--- src/rtl/bcd_scan_counter.sv ---
// bcd_scan_counter: up/down BCD counter with multiplexed seven-segment scan.
module bcd_scan_counter #(
    parameter int DIGITS       = 4,
    parameter int SCAN_DIV     = 1024,
    parameter int COMMON_ANODE = 0
) (
    input  logic                  clk,
    input  logic                  rst,
    input  logic                  en,
    input  logic                  up,
    input  logic                  clr,
    input  logic                  load,
    input  logic [4*DIGITS-1:0]   load_val,
    input  logic                  show_ext,
    input  logic [3:0]            ext_nibble,
    input  logic                  blank_lz,
    output logic [4*DIGITS-1:0]   count,
    output logic                  wrap,
    output logic [6:0]            seg,
    output logic                  dp,
    output logic [DIGITS-1:0]     dig_sel
);
    localparam int DW = $clog2(SCAN_DIV);
    localparam int IW = DIGITS > 1 ? $clog2(DIGITS) : 1;
    localparam logic INV = COMMON_ANODE != 0;
    localparam logic [16*7-1:0] SEG_LUT = {
        7'h71, 7'h79, 7'h5E, 7'h39, 7'h7C, 7'h77, 7'h6F, 7'h7F,
        7'h07, 7'h7D, 7'h6D, 7'h66, 7'h4F, 7'h5B, 7'h06, 7'h3F
    };
    logic [DW-1:0]       div;
    logic [IW-1:0]       idx;
    logic [4*DIGITS-1:0] inc_val, dec_val, ld_val;
    logic                all_nines, all_zeros;
    logic [3:0]          d, nib;
    logic                blank;
    logic [6:0]          seg_val;
    always_comb begin
        inc_val   = '0;
        dec_val   = '0;
        ld_val    = '0;
        all_nines = 1'b1;
        all_zeros = 1'b1;
        d         = '0;
        for (int i = 0; i < DIGITS; i++) begin
            d = count[4*i +: 4];
            inc_val[4*i +: 4] = all_nines ? (d == 4'd9 ? 4'd0 : d + 4'd1) : d;
            dec_val[4*i +: 4] = all_zeros ? (d == 4'd0 ? 4'd9 : d - 4'd1) : d;
            all_nines = all_nines && d == 4'd9;
            all_zeros = all_zeros && d == 4'd0;
            ld_val[4*i +: 4] = load_val[4*i +: 4] > 4'd9 ? 4'd9 : load_val[4*i +: 4];
        end
    end
    // A digit is a leading zero when it and everything above it is zero.
    assign nib     = show_ext ? ext_nibble : count[4*idx +: 4];
    assign blank   = blank_lz && !show_ext && idx != '0 && (count >> (4*idx)) == '0;
    assign seg_val = blank ? 7'h00 : SEG_LUT[7*nib +: 7];
    always_ff @(posedge clk) begin
        if (rst) begin
            count   <= '0;
            wrap    <= 1'b0;
            div     <= '0;
            idx     <= '0;
            seg     <= {7{INV}};
            dp      <= INV;
            dig_sel <= {DIGITS{INV}};
        end else begin
            count   <= clr ? '0 : load ? ld_val : en ? (up ? inc_val : dec_val) : count;
            wrap    <= !clr && !load && en && (up ? all_nines : all_zeros);
            div     <= div == DW'(SCAN_DIV - 1) ? '0 : div + 1'b1;
            idx     <= div != DW'(SCAN_DIV - 1) ? idx : idx == IW'(DIGITS - 1) ? '0 : idx + 1'b1;
            seg     <= {7{INV}} ^ seg_val;
            dp      <= INV ^ (idx == '0 && !en);
            dig_sel <= {DIGITS{INV}} ^ (DIGITS'(1) << idx);
        end
    end
endmodule

--- config.mk ---
export PLATFORM = sky130hd
export DESIGN_NAME = bcd_scan_counter
export DESIGN_NICKNAME = d
export VERILOG_FILES = /design/src/rtl/bcd_scan_counter.sv
export SDC_FILE = /design/constraint.sdc
export NUM_CORES = 1
export LEC_CHECK = 0
export BUFFER_PORTS_ARGS = -buffer_cell sky130_fd_sc_hd__buf_2
export CAP_MARGIN = 40
export CORE_ASPECT_RATIO = 1.4
export CORE_MARGIN = 2
export CORE_UTILIZATION = 50
export DETAILED_ROUTE_END_ITERATION = 12
export PLACE_DENSITY = 0.76
export SLEW_MARGIN = 10
export SYNTH_ARGS = -nofsm -noshare
export SYNTH_HDL_FRONTEND = slang
export SYNTH_SLANG_ARGS = --single-unit
--- constraint.sdc ---
create_clock -name clk -period 2.5 [get_ports clk]
set_clock_uncertainty 0.05 [all_clocks]
set_input_delay 0.5 -clock clk [delete_from_list [all_inputs] [get_ports clk]]
set_output_delay 0.5 -clock clk [all_outputs]
set_load 0.03 [all_outputs]
=== Word-level counts from Yosys, hierarchy flattened ===
Index checks and enable logic that the tools add are counted.
W data, S select, Z words.

* Bitwise operators: 0
* Eq/ne operators: 10
* Shifts and indexed selects: 4
* Order comparisons: 4
* Reductions and logical operators: 34
* Div/mod/pow operators: 0
* $mul: 1
* Mux-type cells: 24
* Add/subtract/negate cells: 10

{| class="wikitable"
|+ Operator list
! cell !! number
|-
| $shiftx A112 B8 Y7 const A || 1
|-
| $mux W4 || 19
|-
| $mux W16 || 3
|-
| $add A4 B1 Y4 const B || 4
|-
| $eq A4 B4 Y1 const B || 4
|-
| $gt A4 B4 Y1 const B || 4
|-
| $logic_not A16 Y1 || 1
|-
| $logic_not A4 Y1 || 4
|-
| $shiftx A16 B5 Y4 || 1
|-
| $shr A16 B4 Y16 || 1
|-
| $sub A4 B1 Y4 const B || 4
|-
| $logic_and A1 B1 Y1 || 13
|-
| $add A10 B1 Y10 const B || 1
|-
| $eq A10 B10 Y1 const B || 1
|-
| $ne A10 B10 Y1 const B || 1
|-
| $ne A3 B1 Y1 const B || 3
|-
| $reduce_and A3 Y1 || 3
|-
| $reduce_bool A3 Y1 || 3
|-
| $mul A3 B4 Y7 const A || 1
|-
| $reduce_or A2 Y1 || 3
|-
| $logic_not A1 Y1 || 4
|-
| $reduce_bool A2 Y1 || 2
|-
| $shl A1 B2 Y4 const A || 1
|-
| $add A2 B1 Y2 const B || 1
|-
| 4 further kinds || 4
|}

* Memories kept: 0
* Logic and storage cells: 97
* Latch bits: 0
* Input bits: 28
* Memory bits (writable): 0
* Bits in read-only memories: 0
* Bits in registers: 41
* Output and inout bits: 29

=== Logic depth before layout (Yosys ltp) ===
Gate-level depths: netlist of the first run.

* Word-level depth: 7
* Gate-level depth with buffers: 9

=== Worst setup path after synthesis of the first run ===
No wires, ideal clock.

* Kind: reg2reg
* From: register idx[1]
* To: register seg[1]
* Cell stages (with the launch flop): 9
* Library setup time: 0.095 ns
* Clock period less this slack: 2.414 ns
* Arrival: 2.268 ns
* Setup slack: 0.086 ns
* Required time: 2.355 ns
* Cell sequence: dfxtp_1 -> clkbuf_1 -> mux4_1 -> mux2i_1 -> inv_1 -> ha_1 -> a21oi_1 -> a21oi_1 -> a221oi_1

* Longest elaborated chain between the ends: 4
* Elaborated cells on any way between the ends: 10
* Classes of those cells: mul: 1; shift: 3; mux: 1; reduce/logical: 5

{| class="wikitable"
|+ RTL lines
! item !! RTL line !! source
|-
| start, declared || 31 || <nowiki>logic [IW-1:0] idx;</nowiki>
|-
| start signal, assigned || 70 || <nowiki>idx <= div != DW'(SCAN_DIV - 1) ? idx : idx == IW'(DIGITS - 1) ? '0 : idx + 1'b1;</nowiki>
|-
| $shiftx A16 B5 Y4, or another cell as far along || 54 || <nowiki>assign nib = show_ext ? ext_nibble : count[4*idx +: 4];</nowiki>
|-
| $mux W4, or another cell as far along || 54 ||
|-
| $mul A3 B4 Y7 or $logic_and A1 B1 Y1 (tied branches) || 56, 55 ||
|-
| $shiftx A112 B8 Y7 or $reduce_or A2 Y1 (tied branches) || - ||
|-
| end signal, assigned || 63 || <nowiki>seg <= {7{INV}};</nowiki>
|-
| end signal, assigned || 71 || <nowiki>seg <= {7{INV}} ^ seg_val;</nowiki>
|-
| end, declared || 19 || <nowiki>output logic [6:0] seg,</nowiki>
|}

Several ways; a longest one is shown, not always the timed one.
A chain may end at the register's enable or synchronous reset.

=== Worst setup path in the final report of the first run ===
Same ends and word-level chain as after synthesis.

==> flow_summary.toml, run 1 <==
[global_route]
grt_pass1_wl_microns = 12200
grt-ovfl-total = 0
grt_usage_pct = 24.8
grt_max_degree = 30
grt_pass1_vias = 2657
antenna_found_initial = 0

[clocking]
ctsResizeCount = 0
clock_latency_ps = 300
cts_setup_buffers = 0
cts_buffers = 5
root_buffer = "clkbuf_8"
path_clk_slew_ps = 90
cts_buffer_depth = 2
cts-htree-levels = 2
tritoncts = "yes"
cts_sinks = 41
holdBufCountCts = 0

[worst_setup_path]
critPathKind = "reg -> reg"
end_kind = "flop"
path_common_cell = "a21oi_1"
cp-start-kind = "flop"
crit_slowest_cell = "mux4_1"
critPathArrivalTime_ps = 2350
path_cells = "mux4_1 -> mux2i_1 -> inv_1 -> ha_1 -> a21oi_1 -> a21oi_1 -> a221oi_1"
cpPeakStageDelay_ps = 610
critPathBufInv = 1
crit_family = "multiplexers"
cp_max_fo = 4
crit_required_ps = 2660

[sta]
setup_viol = 0
timing_hold_violations_final = 0
report.final.slew_viol_count = 0
finalSetupTns_ps = 0
finalCriticalPeriod_ps = 2200
period_share_pct = 87.9
tightest_slew_ps = 511
worst_slew_margin_rel_pct = 65.9
fmax_mhz = 455
rsz0062_at_grt = "false"

[floorplan]
die-area_sq_um = 6310
fp.dieW_microns = 67.7
row_count = 32
start_util_pct = 51.8
coreArea_sq_um = 5490
io_pins = 57
die_h_microns = 93.2

[power_and_ir_drop]
max-vdd-ir-drop_mv = 0.293
p_per_area_nw_per_um2 = 504
p_leak_nw = 1.41

[route]
routedWlPerCell_microns = 15.3
ant_nets = 0
drc = 0
num_vias = 2883
detail_route.vias_per_cell = 5.94
dr.pass1.iters = 5
drt_iter0_markers = 213
drt_wl_total_microns = 7430

[finish]
seqCellArea_sq_um = 821
drive_gt1_share_pct = 23.5
instances_no_fill = 485
fill_cells = 521
antenna_cells = 0
fin_nets = 454
area_growth_pct = 17.1
multiInputGateArea_sq_um = 1820

[run_status]
status = "complete, no violations"

[synth]
synthFlopType = "dfxtp_1"
netlist_area_sq_um = 2840
synth_cell_type_count = 62
synth.ff_latch_count = 41
synth-edff-count = 0
synth_warnings = 0
ys_async_sr_fraction_pct = 0
synthesis.nets = 401
avgSynthCellArea_sq_um = 7.82
synth_cells = 363
yosysSeqAreaShare_pct = 28.9

[placement]
dp.cells = 477
hpwl_microns = 5520
place.gp.congestion = 0.918
io_buffers = 56

[flow_run]
maxCapViolCount = 0

[worst_hold_path]
min_path_type = "in -> reg"
## placed cells by master, fill, tap and decap left out, types with 5 or more instances in the layout
master    count
a211oi_1      5
a21oi_1      25
a221oi_1      7
a22oi_1       6
a31oi_1       8
buf_2        56
buf_4        19
clkbuf_8      5
dfxtp_1      41
ha_1         10
inv_1        15
mux2i_1       9
nand2_1      21
nand2b_1      6
nand3_1       9
nor2_1       42
nor2b_1       8
nor3_1       11
nor4_1        9
o211ai_1      5
o21ai_0      20
o31ai_1       5
or2_2         5
xnor2_1      11
xor2_1        6
## cell type report
cell class | count | share of cell area, %
clock buffers | 5 | 2.07
multi-input cells | 277 | 54.8
clock inverters | 3 | 1.39
inverters | 16 | 1.81
repair buffers | 75 | 12.7
flip-flops and latches | 41 | 24.7
well taps | 68 | 2.56
## registers in the layout, summed over array words and instances, names as in the netlist
| signal | count |
|---|---|
| count | 16 |
| dig_sel | 4 |
| div | 10 |
| dp | 1 |
| idx | 2 |
| seg | 7 |
| wrap | 1 |
## final timing paths
check / from / endpoint / slack (ps) / cells past startpoint
setup reg to reg: idx[1]$_SDFFE_PP0N_ / seg[1]$_SDFF_PP0_ / 300 / 7
hold reg to reg: div[0]$_SDFF_PP0_ / div[0]$_SDFF_PP0_ / 420 / 1
setup / recovery: idx[1]$_SDFFE_PP0N_ / seg[1]$_SDFF_PP0_ / 300 / 7
hold / removal: load_val[1] / count[1]$_SDFFE_PP0P_ / 390 / 3
## cell families after synthesis
group	synth area share, %
AOI/OAI and AO/OA	25.1
xor gates and xnor gates	5.24
adders and majority gates	4.41
buffers and inverters	6.96
DFF	28.9
muxes	5.29
and+or+nand+nor	24.1
## worst register-to-register path, delay by kind of cell (launching register included)
| kind | cells | cell delay [ps] |
|---|---|---|
| flip-flops | 1 | 390 |
| AO/OA/AOI/OAI | 3 | 530 |
| buffers and inverters | 1 | 100 |
| multiplexers | 2 | 800 |
| adder cells (fa/ha/maj) | 1 | 230 |
## routing by layer
metal | global-route usage [%] | vias up | wire length, microns
li1 | - | 1426 | -
met3 | 3.25 | 13 | 365
met2 | 44.3 | 116 | 3930
met4 | 9.52 | 0 | 146
met5 | 0 | - | 0
met1 | 29.1 | 1328 | 2990
## cell usage after synthesis, drive strengths merged (3+ instances only)
master | instances | area share [%]
a211oi | 5 | 1.3
a21oi | 26 | 5.0
a221oi | 8 | 2.7
a22oi | 6 | 1.6
a31oi | 8 | 1.8
and2 | 3 | 0.66
and3 | 4 | 0.93
and4 | 3 | 0.93
buf | 9 | 2.1
clkbuf | 20 | 2.8
dfxtp | 41 | 29
ha | 10 | 4.4
inv | 15 | 2.0
mux2i | 9 | 3.2
nand2 | 21 | 2.8
nand2b | 6 | 1.3
nand3 | 9 | 1.6
nor2 | 42 | 5.6
nor2b | 8 | 1.8
nor3 | 11 | 1.9
nor4 | 9 | 2.0
o211ai | 5 | 1.3
o21ai | 20 | 3.5
o22ai | 3 | 0.66
o31ai | 5 | 1.3
or2 | 5 | 1.1
xnor2 | 11 | 3.4
xor2 | 6 | 1.9
## stage by stage
stage          worst slack (ps)  util [%]  total power (W)  cell area, sq um  hold slack (ps)
4_1_cts                     368      60.6          0.00167              3330              386
2_1_floorplan              86.5         -          0.00101              2840              376
6_report                    303      60.6          0.00168              3330              385
3_3_place_gp                428      58.5          0.00112              3210              392
3_5_place_dp                389      58.5          0.00112              3210              396
5_1_grt                     160      60.6          0.00174              3330              420
## where the power goes
| part | internal, W | switching (W) |
|---|---|---|
| clock | 0.000299 | 0.000262 |
| combinational | 0.000158 | 0.000251 |
| sequential | 0.000683 | 0.0000235 |
Power figures use the tool's default switching activity.
==> run 2: changes to the inputs <==
BUFFER_PORTS_ARGS = -buffer_cell sky130_fd_sc_hd__buf_4   (was -buffer_cell sky130_fd_sc_hd__buf_2)
PLACE_DENSITY = not set   (was 0.76)
PLACE_DENSITY_LB_ADDON = 0.1   (was not set)
==> run 2 against run 1 <==
  * Clock power shrank 22%
  * Design area grew 2.7%
  * Sequential share of layout area shrank 0.64 points
  * Sequential power grew 1%
  * Utilization grew 1.6 points
  * Setup slack lost 20 ps
  * Non-clock buffer count shrank 3
  * Final cell count shrank 0.62%
  * Die area is the same
  * Flip-flop and latch count is the same
==> flow_summary.toml, run 2 (synthesis results as in run 1) <==
[clocking]
cts_sinks = 41
cts-htree-levels = 2
path_clk_slew_ps = 80
ctsResizeCount = 0
holdBufCountCts = 0
tritoncts = "yes"
cts_buffer_depth = 2
clock_latency_ps = 290
cts_buffers = 5
cts_setup_buffers = 0
root_buffer = "clkbuf_8"

[power_and_ir_drop]
p_int_w = 0.00106
p_comb_share_pct = 27.0
p_per_area_nw_per_um2 = 462
max-vdd-ir-drop_mv = 0.293
seq_power_share_pct = 45.2
p_leak_nw = 1.42
clock_power_share_pct = 27.8
swShare_pct = 33.0
p_total_w = 0.00158
p_sw_w = 0.000520

[route]
num_vias = 2860
drt_wl_total_microns = 7470
dr.pass1.iters = 4
detail_route.vias_per_cell = 5.93
drt_iter0_markers = 206
ant_nets = 0
routedWlPerCell_microns = 15.5
drc = 0

[sta]
period_share_pct = 88.7
rsz0062_at_grt = "false"
finalSetupTns_ps = 0
report.final.slew_viol_count = 0
worst_slew_margin_rel_pct = 55.4
timing_hold_violations_final = 0
setup_viol = 0
fmax_mhz = 451
holdWs_ps = 386
finalCriticalPeriod_ps = 2220
tightest_slew_ps = 667

[worst_setup_path]
cp-start-kind = "flop"
critPathArrivalTime_ps = 2380
crit_end = "count[8]$_SDFFE_PP0P_"
crit_family = "simple AND/OR/NAND/NOR gates"
crit_slowest_cell = "or4_4"
path_depth = 5
cpPeakStageDelay_ps = 590
crit_required_ps = 2660
critPathBufInv = 0
worstReg2RegEnd = "count[8]$_SDFFE_PP0P_"
path_cells = "or4_4 -> or4_4 -> a21oi_4 -> xnor2_1 -> a221oi_2"
end_kind = "flop"
path_common_cell = "or4_4"
critPathKind = "reg -> reg"
cp_max_fo = 13
r2r-start = "count[3]$_SDFFE_PP0P_"
ff2ff_path_depth = 5
r2r_setup_slack_ps = 280
cp-startpoint = "count[3]$_SDFFE_PP0P_"

[global_route]
grt-ovfl-total = 0
use_met1_pct = 29.3
met3_usage_pct = 3.85
grt_usage_pct = 25.8
grt_pass1_vias = 2827
grt_use_met2_pct = 45.2
grt_pass1_wl_microns = 12700
grt_max_degree = 30
busiest_layer = "met2"
antenna_found_initial = 0

[floorplan]
die_h_microns = 93.2
coreArea_sq_um = 5490
io_pins = 57
start_util_pct = 51.8
row_count = 32
die-area_sq_um = 6310
fp.dieW_microns = 67.7

[finish]
antenna_cells = 0
reg_top3 = "count x16, div x10, seg x7"
largest_reg_flops = 16
drive_gt1_share_pct = 22.9
regMostFlops = "count"
instances_no_fill = 482
fin_nets = 451
area_growth_pct = 20.2
final_cell_mix = "buf_4, nor2_1, dfxtp_1"
final_common_cell = "buf_4"

[worst_hold_path]
whs_path_depth = 3
min_path_type = "in -> reg"

[placement]
hpwl_microns = 5550
dp.cells = 474
io_buffers = 56
place.gp.congestion = 0.882

[flow_run]
maxCapViolCount = 0

[run_status]
status = "complete, no violations"
## run 2: how the worst min path moves through the flow
stage	start	to	slack, ps
after floorplan	div[0]$_SDFF_PP0_	div[0]$_SDFF_PP0_	380
after global placement	div[0]$_SDFF_PP0_	div[0]$_SDFF_PP0_	390
after detailed placement	div[0]$_SDFF_PP0_	div[0]$_SDFF_PP0_	410
after CTS	load_val[1]	count[1]$_SDFFE_PP0P_	380
after global routing	load_val[1]	count[1]$_SDFFE_PP0P_	410
final	load_val[1]	count[1]$_SDFFE_PP0P_	390
## run 2: power by group through the flow
stage / Clock (W) / Combinational, W / Sequential, W
after detailed placement: 0 / 0.000421 / 0.000728
after global placement: 0 / 0.000417 / 0.000727
after floorplan: 0 / 0.000242 / 0.000765
final: 0.000438 / 0.000426 / 0.000713
after global routing: 0.000476 / 0.000468 / 0.000718
after CTS: 0.000447 / 0.000424 / 0.000713
## run 2: cell type report
class                      count  area (sq um)
fill                         482          2070
multi-input combinational    277          1820
sequential                    41           821
timing repair buffer          72           541
tap                           68          85.1
clock buffer                   5          68.8
inverter                      16          60.1
clock inverter                 3          17.5
## run 2: worst min-delay path: cells and delay by family
family	cells	cell delay, ps
simple gates	1	70
compound gates	1	50
buf+inv	1	80
## run 2: through the flow
stage                     instance area, sq um  util [%]  setup WS [ps]
after global routing                      3410      62.2            161
after floorplan                           2840         -           86.5
after CTS                                 3410      62.2            296
after global placement                    3330      60.7            375
final                                     3410      62.2            283
after detailed placement                  3330      60.7            318
## run 2: layer usage
metal / part of all wire (%) / vias to the layer above
li1: - / 1430
met1: 41 / 1320
met2: 51 / 86
met3: 4.5 / 24
met4: 3.6 / 0
met5: 0 / -
==> run 3: changes to the inputs <==
CORE_UTILIZATION = 47   (was 50)
==> run 3 against run 2 <==
  * Critical path depth up 1
  * Total power up 0.30%
  * Setup slack better by 58 ps
  * Flip-flop and latch count unchanged
  * Design area up 0.29%
  * First-iteration DRC count down 19%
  * Combinational power about the same
  * Sequential share of layout area down 0.070 points
  * Global-route usage down 3.6 points
  * Clock power up 1%
  * Die area up 6.1%
  * Maximum frequency up 2.7%
  * Critical path type unchanged
  * Critical endpoint is now seg[3]$_SDFF_PP0_
  * Largest cell class unchanged
  * Highest routed layer unchanged
==> flow_summary.toml, run 3 (synthesis results as in run 1) <==
[clocking]
cts_sinks = 41
cts_setup_buffers = 0
holdBufCountCts = 0
tritoncts = "yes"
cts-htree-levels = 2
clock_latency_ps = 300
root_buffer = "clkbuf_8"
ctsResizeCount = 0
cts_buffers = 5
path_clk_slew_ps = 80
cts_buffer_depth = 2

[route]
drt_wl_total_microns = 7440
detail_route.vias_per_cell = 5.89
ant_nets = 0
num_vias = 2855
routedWlPerCell_microns = 15.3
drc = 0
drt_iter0_markers = 167
dr.pass1.iters = 4

[floorplan]
coreArea_sq_um = 5860
die-area_sq_um = 6690
fp.dieW_microns = 69.7
start_util_pct = 48.4
io_pins = 57
die_h_microns = 96.0
row_count = 33

[finish]
regMostFlops = "count"
utilization_pct = 58.4
final_common_cell = "buf_4"
final_cell_mix = "buf_4, nor2_1, dfxtp_1"
largest_reg_flops = 16
fill_cells = 578
post-route-cell-area_sq_um = 3420
area_growth_pct = 20.6
fin_nets = 452
drive_gt1_share_pct = 23.1
antenna_cells = 0
reg_top3 = "count x16, div x10, seg x7"
instances_no_fill = 485

[global_route]
grt_pass1_vias = 2607
antenna_found_initial = 0
grt_max_degree = 30
grt_pass1_wl_microns = 12000
grt_usage_pct = 22.2
grt-ovfl-total = 0

[worst_setup_path]
end_kind = "flop"
cp-start-kind = "flop"
crit_slowest_cell = "mux4_2"
critPathBufInv = 1
cp_max_fo = 5
crit_family = "multiplexers"
critPathArrivalTime_ps = 2290
cpPeakStageDelay_ps = 530
r2r_setup_slack_ps = 340
crit_required_ps = 2630
cp-startpoint = "idx[1]$_SDFFE_PP0N_"
path_cells = "mux4_2 -> mux2_2 -> inv_1 -> ha_1 -> o221ai_1 -> a21oi_1"
critPathKind = "reg -> reg"
r2r-start = "idx[1]$_SDFFE_PP0N_"

[placement]
dp.cells = 477
place.gp.congestion = 0.920
hpwl_microns = 5480
io_buffers = 56
placed_cell_area_sq_um = 3340

[sta]
worst_slew_margin_rel_pct = 69.9
finalSetupTns_ps = 0
setup_viol = 0
rsz0062_at_grt = "false"
period_share_pct = 86.3
report.final.slew_viol_count = 0
fmax_mhz = 463
timing_hold_violations_final = 0
tightest_slew_ps = 451
finalCriticalPeriod_ps = 2160

[power_and_ir_drop]
max-vdd-ir-drop_mv = 0.224
p_leak_nw = 1.42
p_total_w = 0.00158
p_per_area_nw_per_um2 = 462

[worst_hold_path]
min_path_type = "in -> reg"
holdCritStartpoint = "load_val[1]"

[run_status]
status = "complete, no violations"

[flow_run]
maxCapViolCount = 0
[run 3: stage by stage]
stage	setup WS (ps)	hold slack, ps
after CTS	350	389
after floorplan	86.5	376
after global placement	430	392
after global routing	168	403
after detailed placement	372	398
final	342	394
[run 3: cell type report]
class	count	area [sq um]	area share [%]
clock buffer	5	68.8	2.01
clock inverter	3	17.5	0.512
inverter	16	60.1	1.75
multi-input combinational	277	1820	53.2
sequential	41	821	24.0
tap	70	87.6	2.56
timing repair buffer	73	548	16.0
[run 3: tightest hold or removal path: cells and delay by family]
| family | cells | cell delay (ps) |
|---|---|---|
| compound gates | 1 | 50 |
| buf+inv | 1 | 80 |
| simple gates | 1 | 70 |
[run 3: path summary, 6_finish.rpt]
kind,cells past startpoint,endpoint
setup / recovery,6,seg[3]$_SDFF_PP0_
hold / removal,3,count[1]$_SDFFE_PP0P_
setup reg to reg,6,seg[3]$_SDFF_PP0_
hold reg to reg,1,div[0]$_SDFF_PP0_
[run 3: where the power goes]
part | total (W) | switching (W) | internal [W]
Combinational | 0.000429 | 0.000247 | 0.000182
Sequential | 0.000709 | 0.0000259 | 0.000683
Clock | 0.000444 | 0.000251 | 0.000193
[run 3: routing by layer]
layer / vias up / share of wire (%) / global-route usage [%]
li1: 1430 / - / -
met1: 1334 / 43 / 24.5
met2: 80 / 52 / 42.4
met3: 11 / 4.2 / 3.87
met4: 0 / 1.4 / 8.33
met5: - / 0 / 0
